===== config.mk =====
export PLATFORM = sky130hd
export DESIGN_NAME = paddle_accel
export DESIGN_NICKNAME = d
export VERILOG_FILES = /design/src/rtl/paddle_accel.sv
export SDC_FILE = /design/constraint.sdc
export NUM_CORES = 1
export LEC_CHECK = 0
export CAP_MARGIN = 10
export CORE_UTILIZATION = 45
export CTS_BUF_LIST = sky130_fd_sc_hd__clkbuf_8
export DETAILED_ROUTE_END_ITERATION = 8
export PLACE_DENSITY = 0.7
export SKIP_LAST_GASP = 1
export SLEW_MARGIN = 20
export SYNTH_ARGS = -nofsm -noshare
export SYNTH_HDL_FRONTEND = slang
export SYNTH_SLANG_ARGS = --single-unit

===== constraint.sdc =====
create_clock -name clk -period 9.4 [get_ports clk]
set_clock_uncertainty 0.05 [all_clocks]
set_input_delay 0.94 -clock clk [delete_from_list [all_inputs] [get_ports clk]]
set_output_delay 0.94 -clock clk [all_outputs]
set_load 0.05 [all_outputs]

===== src/rtl/paddle_accel.sv =====
// Horizontal player paddle: per-frame velocity ramping, wall clamping and a
// registered paddle-coverage pixel for the VGA mux.
module paddle_accel #(
  parameter int unsigned SCREEN_WIDTH = 640,
  parameter int unsigned PADDLE_WIDTH = 50,
  parameter int unsigned X_MIN        = 2,
  parameter int unsigned Y_MIN        = 440,
  parameter int unsigned Y_MAX        = 459,
  parameter int unsigned MIN_SPEED    = 1,
  parameter int unsigned MAX_SPEED    = 8,
  parameter int unsigned ACCEL        = 1
) (
  input  logic       clk,
  input  logic       rst,
  input  logic       frame_tick,
  input  logic       left,
  input  logic       right,
  input  logic [9:0] vgax,
  input  logic [8:0] vgay,
  output logic       pixel,
  output logic [9:0] paddle_x,
  output logic       moving
);

  localparam logic [10:0] X_MAX_C   = 11'(SCREEN_WIDTH - PADDLE_WIDTH);
  localparam logic [10:0] X_MIN_C   = 11'(X_MIN);
  localparam logic [10:0] X_RST_C   = 11'((SCREEN_WIDTH - PADDLE_WIDTH) / 2);
  localparam logic [10:0] MIN_SPD_C = 11'(MIN_SPEED);
  localparam logic [10:0] MAX_SPD_C = 11'(MAX_SPEED);
  localparam logic [10:0] ACCEL_C   = 11'(ACCEL);
  localparam logic [10:0] PW_M1_C   = 11'(PADDLE_WIDTH - 1);
  localparam logic [8:0]  Y_MIN_C   = 9'(Y_MIN);
  localparam logic [8:0]  Y_MAX_C   = 9'(Y_MAX);

  typedef enum logic [1:0] {IDLE, MOVE_L, MOVE_R} state_t;

  state_t      state_q, state_d, want_s;
  logic [10:0] x_q, x_d;
  logic [10:0] speed_q, speed_d;
  logic [10:0] ramp_s, spd_s;
  logic        pixel_q, pixel_d;
  logic        dir_l, dir_r;

  assign dir_r = right & ~left;
  assign dir_l = left & ~right;

  always_ff @(posedge clk or posedge rst) begin
    if (rst) begin
      state_q <= IDLE;
      x_q     <= X_RST_C;
      speed_q <= '0;
      pixel_q <= 1'b0;
    end else begin
      state_q <= state_d;
      x_q     <= x_d;
      speed_q <= speed_d;
      pixel_q <= pixel_d;
    end
  end

  // Speed is chosen first (ramp or restart), then applied to x and possibly
  // overridden by the wall clamp in the same tick.
  always_comb begin
    state_d = state_q;
    x_d     = x_q;
    speed_d = speed_q;
    want_s  = dir_r ? MOVE_R : MOVE_L;
    ramp_s  = (speed_q + ACCEL_C > MAX_SPD_C) ? MAX_SPD_C : speed_q + ACCEL_C;
    spd_s   = (want_s == state_q) ? ramp_s : MIN_SPD_C;
    if (frame_tick) begin
      if (!dir_l && !dir_r) begin
        state_d = IDLE;
        speed_d = '0;
      end else begin
        state_d = want_s;
        speed_d = spd_s;
        if (dir_r) begin
          if (x_q + spd_s >= X_MAX_C) begin
            x_d     = X_MAX_C;
            speed_d = MIN_SPD_C;
          end else begin
            x_d = x_q + spd_s;
          end
        end else begin
          if (x_q <= X_MIN_C + spd_s) begin
            x_d     = X_MIN_C;
            speed_d = MIN_SPD_C;
          end else begin
            x_d = x_q - spd_s;
          end
        end
      end
    end
  end

  always_comb begin
    moving  = (state_q == MOVE_L) || (state_q == MOVE_R);
    pixel_d = (vgay >= Y_MIN_C) && (vgay <= Y_MAX_C) &&
              ({1'b0, vgax} >= x_q) && ({1'b0, vgax} <= x_q + PW_M1_C);
  end

  assign pixel    = pixel_q;
  assign paddle_x = x_q[9:0];

endmodule


* Word-level counts from Yosys, hierarchy flattened
Cells that the tools add are included.
Storage, ports and cells: logic and storage cells 43, input bits 24, flip-flop bits (word level) 25
Cells by class: bitwise gates (word level) 5, mux-type cells 11, order comparisons 7, add/sub/neg operators 5, reduce and logical (&&, ||, !) cells 8, eq/ne operators 3
Operator list (count):
- 11-bit 2-to-1 mux | 9
- 11-bit by 1-bit adder with 11-bit output (second input constant) | 1
- 11-bit adder | 1
- 11-bit by 6-bit adder with 11-bit output (second input constant) | 1
- 2-bit by 11-bit adder with 11-bit output (first input constant) | 1
- 10-bit by 11-bit >= comparator with 1-bit output | 1
- 11-bit by 10-bit >= comparator with 1-bit output (second input constant) | 1
- 11-bit by 4-bit > comparator with 1-bit output (second input constant) | 1
- 10-bit by 11-bit <= comparator with 1-bit output | 1
- 11-bit <= comparator | 1
- 11-bit subtractor | 1
- 9-bit >= comparator (second input constant) | 1
- 9-bit <= comparator (second input constant) | 1
- 1-bit logical AND | 4
- 2-bit 2-to-1 mux | 2
- 1-bit inverter | 3
- 1-bit AND | 2
- 2-bit by 1-bit equality test with 1-bit output (second input constant) | 1
- 2-bit equality test | 1
- 2-bit equality test (second input constant) | 1
- 1-bit logical NOT | 2
- 2-bit AND reduction | 1
- 1-bit logical OR | 1

* Logic depth before layout (Yosys ltp)
word-level depth 10, gate-level depth with buffers 22, mapped depth without buffers 20

* Worst setup path after synthesis
No wires, ideal clock.
kind flip-flop to flip-flop, start register speed_q[0], end register x_q[5], setup slack 4.926 ns, cell stages (with the launch flop) 19, arrival 4.343 ns, data required time 9.269 ns, path buffers 1, period minus slack after synthesis 4.474 ns, cells stage by stage dfrtp_1 ha_1 buf_6 or4_4 a2111oi_4 o211ai_1 nor2b_1 nand2_1 inv_1 ha_1 a211oi_1 nor3_1 a211oi_1 nor2b_1 a211oi_2 a21o_1 o31a_4 a32o_1 o221a_1
On the way: cells in the longest elaborated chain, start to end 8, elaborated cells between the ends (all ways) 12, those cells by class add/sub: 4; order compare: 3; mux: 5
RTL lines:
- from (decl) | RTL line 39 | logic [10:0] speed_q, speed_d;
- from (signal assigned) | RTL line 56 | speed_q <= speed_d;
- 11-bit by 1-bit adder with 11-bit output * | RTL line 68 | ramp_s = (speed_q + ACCEL_C > MAX_SPD_C) ? MAX_SPD_C : speed_q + ACCEL_C;
- 11-bit by 4-bit > comparator with 1-bit output | RTL line 68
- 11-bit 2-to-1 mux * | RTL line 68
- 11-bit 2-to-1 mux * | RTL line 69 | spd_s = (want_s == state_q) ? ramp_s : MIN_SPD_C;
- 2-bit by 11-bit adder with 11-bit output / 11-bit adder (equally long branches) | RTL line 85, 78, 82
- 11-bit <= comparator / 11-bit by 10-bit >= comparator with 1-bit output (equally long branches) | RTL line 85, 78
- 11-bit 2-to-1 mux, on equally long branches | RTL line 85, 78
- 11-bit 2-to-1 mux * | RTL line 77 | if (dir_r) begin
- to (signal assigned) | RTL line 50 | x_q <= X_RST_C;
- to (signal assigned) | RTL line 55 | x_q <= x_d;
- to (decl) | RTL line 38 | logic [10:0] x_q, x_d;
Mark *: on every way between the ends. The rest lies on a longest branch, timed or not. A chain may end at the register's enable or synchronous reset.

* Worst setup path in the final report
start input port left, end register speed_q[0]
On the way: cells in the longest elaborated chain, start to end 10, elaborated cells between the ends (all ways) 17, those cells by class add/sub: 2; order compare: 2; eq/ne: 1; mux: 6; bitwise: 3; reduce/logical: 3
RTL lines:
- from (decl) | RTL line 16 | input logic left,
- 1-bit inverter | RTL line 44 | assign dir_r = right & ~left;
- 1-bit AND | RTL line 44
- 2-bit 2-to-1 mux | RTL line 67 | want_s = dir_r ? MOVE_R : MOVE_L;
- 2-bit equality test | RTL line 69
- 11-bit 2-to-1 mux | RTL line 69
- 2-bit by 11-bit adder with 11-bit output / 11-bit adder (equally long branches) | RTL line 85, 78
- 11-bit <= comparator / 11-bit by 10-bit >= comparator with 1-bit output (equally long branches) | RTL line 85, 78
- 11-bit 2-to-1 mux, on equally long branches | RTL line 85, 78
- 11-bit 2-to-1 mux | RTL line 77
- 11-bit 2-to-1 mux * | RTL line 71 | if (!dir_l && !dir_r) begin
Marked as above.

==> metrics <==
final hold viol count=0; Via Count=2,913; starting density of the core=47.10%; via/cell ratio=5.734; synthesized flop and latch total=25; switching part of the total power=51.76%; dominant register cell in the synthesized netlist=sky130_fd_sc_hd__dfrtp_1; buffer count from post-CTS setup fixing=0; cell area after synthesis=0.003253 mm2; most common cell after layout, fill and taps aside=sky130_fd_sc_hd__ha_1; Data arrival, critical path=5.44 ns; Peak supply drop=179.7 uV; crit-path cells=clkdlybuf4s50_1, inv_1, ha_1, nand2b_1, o22ai_1, nor2b_1, nand2_1, inv_1, ha_1, a211oi_1, nor3_1, a211oi_1, mux2i_1, a211oi_2, a221o_2, o31a_4, a21oi_4, a221o_1; Yosys top cell area share=19.62%; required time of the worst setup path=9.52 ns; Fmax achieved=188.1 MHz; Worst setup EP type=register; Syn Area/Cell=8.494 um2; most frequent cells in the layout=sky130_fd_sc_hd__ha_1, sky130_fd_sc_hd__clkdlybuf4s50_1, sky130_fd_sc_hd__inv_1; maximum single-stage delay on the critical path=0.50 ns; CTS Root Buffer Type=sky130_fd_sc_hd__clkbuf_8; Die Outline Area=0.007573 mm2; HPWL reported at the end of detailed placement=6.065 mm; Min-Delay Startpoint=speed_q[7]; Placement Cell Area=0.003625 mm2; run status=finished clean; clock network fraction of total power=7.3%; number of setup violations in the final report=0; Hold Buf Count CTS=0; Setup CP Type=in -> reg; Total Routing Usage GR=20.61%; TritonCTS clock tree=done; class of the worst hold path=reg -> reg; wire per inst=14.75 um; final non-filler cell area=0.003674 mm2; number of violations of the max-capacitance limit=0; Fin Hold WS=0.4995 ns; fin. max-slew vios=0; Total Neg Setup Slack=0 ns; vias in the first global route=2,721; number of primary I/O pins=36; clock buffer count from CTS=3; part of the total power dissipated in sequential elements=20.3%; number of instances resized during post-cts repair=0; final RePlAce weighted congestion=0.8570; input/output buffers=33; DRT iter0 DRCs=138; share of synthesized registers carrying an async set or reset=100.0%; total inserted antenna cells=0; count of unresolved DRC violations after routing=0; DIE WIDTH=87.03 um; initial antenna violation count=0; CP startpoint=left; Clock Pin Slew Worst Setup and Hold Paths=0.10 ns; Distinct cells, synth=69; critical path peak fanout=10; total clock sinks=25; drt first pass iters=4; EDFF count, synth=0; ratio of total power to cell area=258.1 mW/mm2; Seq/Total Area, Yosys=19.42%; final global-route overflow total=0; Clock Latency Late Sink=0.28 ns; transition time at the pin with the least slew margin=0.9559 ns; pin count of the biggest net entering global routing=26; ranking of synthesized cells by area=sky130_fd_sc_hd__ha_1, sky130_fd_sc_hd__dfrtp_1, sky130_fd_sc_hd__xnor2_1; Leakage=1.578 nW; post-synth top area cell=sky130_fd_sc_hd__ha_1; Total Routed Length=7.493 mm; floorplan die height=87.03 um; H-tree depth reported by CTS=1; unrepaired setup endpoints after global routing=no; Period Utilization, post-route=56.56%; synthesis warning total=0; maximum number of buffers from clock root to sink=2; NumNets Final=490; cell count after synthesis=383; Antenna Nets Post-Route=0; Slew Limit Headroom=35.88%; crit start category=primary input; wire length of the first global-routing pass=12.63 mm; fraction of layout cells with a size suffix above 1=6.796%; net switching power=490.8 uW; internal power=457.5 uW; launching point of the worst reg2reg path=speed_q[0]; row count=30; Comb pwr share=72.4%; final critical delay including setup and external delays=5.316 ns; core area=0.006907 mm2; slowest stage cell on the critical path=sky130_fd_sc_hd__clkdlybuf4s50_1; Area Overhead vs Synth=12.92%
-- stage by stage --
| stage | utilization [%] | worst slack (ns) | power (mW) | instances |
|---|---|---|---|---|
| floorplan | - | 4.926 | 0.7314 | 397 |
| global placement | 52.48 | 3.948 | 0.8571 | 504 |
| detailed placement | 52.48 | 3.854 | 0.8743 | 504 |
| CTS | 53.19 | 4.133 | 0.9468 | 508 |
| global route | 53.19 | 3.702 | 1.038 | 508 |
| finish | 53.19 | 4.084 | 0.9482 | 508 |
-- synthesized netlist by cell type (3+ instances only) --
cell type,count
sky130_fd_sc_hd__a211oi_1,4
sky130_fd_sc_hd__a21boi_0,3
sky130_fd_sc_hd__a21o_1,6
sky130_fd_sc_hd__a21oi_1,21
sky130_fd_sc_hd__a221oi_1,3
sky130_fd_sc_hd__a31oi_1,3
sky130_fd_sc_hd__a41oi_1,3
sky130_fd_sc_hd__and2_1,3
sky130_fd_sc_hd__and3_1,5
sky130_fd_sc_hd__buf_4,10
sky130_fd_sc_hd__clkbuf_1,8
sky130_fd_sc_hd__dfrtp_1,20
sky130_fd_sc_hd__dfstp_2,5
sky130_fd_sc_hd__ha_1,51
sky130_fd_sc_hd__inv_1,33
sky130_fd_sc_hd__nand2_1,22
sky130_fd_sc_hd__nand2b_1,6
sky130_fd_sc_hd__nand3_1,5
sky130_fd_sc_hd__nand4_1,9
sky130_fd_sc_hd__nor2_1,16
sky130_fd_sc_hd__nor2b_1,14
sky130_fd_sc_hd__nor3_1,10
sky130_fd_sc_hd__nor4_1,5
sky130_fd_sc_hd__o211ai_1,5
sky130_fd_sc_hd__o21a_1,13
sky130_fd_sc_hd__o21ai_0,17
sky130_fd_sc_hd__o22ai_1,3
sky130_fd_sc_hd__o31ai_1,7
sky130_fd_sc_hd__o32ai_1,3
sky130_fd_sc_hd__xnor2_1,16
sky130_fd_sc_hd__xor2_1,5
-- logic make-up after synthesis --
group	count (synthesis)	share of synthesized area (%)
compound gates	118	27.54
xor+xnor	21	5.654
fa+ha+maj	53	20.85
buf+inv	55	7.846
flops	25	19.42
mux	4	1.308
other cells	2	0.2309
simple gates	105	17.15
-- layer usage --
layer  GRT usage [%]  share of wire [%]
met2           33.79                 45
met3          0.9479                4.4
met1           29.78                 50
met4           4.697               0.83
met5               0                  0
-- power by group through the flow --
stage | Clock, mW | Combinational, mW | Sequential [mW]
after floorplan | 0 | 0.556 | 0.175
after global placement | 0 | 0.664 | 0.193
after detailed placement | 0 | 0.680 | 0.194
after CTS | 0.0718 | 0.683 | 0.192
after global routing | 0.0753 | 0.765 | 0.198
final | 0.0695 | 0.687 | 0.192
-- final timing paths --
check	end	slack, ns	cells past startpoint
min	speed_q[7]	0.50	1
max	speed_q[0]	4.08	18
min in group asynchronous	speed_q[5]	1.00	2
max in group asynchronous	x_q[7]	7.85	2
min reg2reg	speed_q[7]	0.50	1
max reg2reg	speed_q[0]	4.15	17
-- registers in the layout, indices dropped and copies added, names as in the netlist --
signal / count
pixel: 1
x_q: 11
speed_q: 11
state_q: 2
-- critical path: cells and delay by family --
kind	cells	cell delay [ns]
adders and majority gates	2	0.59
buffers and inverters	3	0.71
AOI/OAI and AO/OA	8	2.29
muxes	1	0.13
and+or+nand+nor	4	0.77
-- layout make-up --
type	instances	area [um2]
clock inverters	1	7.507
repair buffers	33	330.3
flip-flops and latches	25	631.9
fillers	703	3233
inverters	33	123.9
clock buffers	3	41.29
multi-input cells	317	2419
well taps	96	120.1
Power figures use the tool's default switching activity.
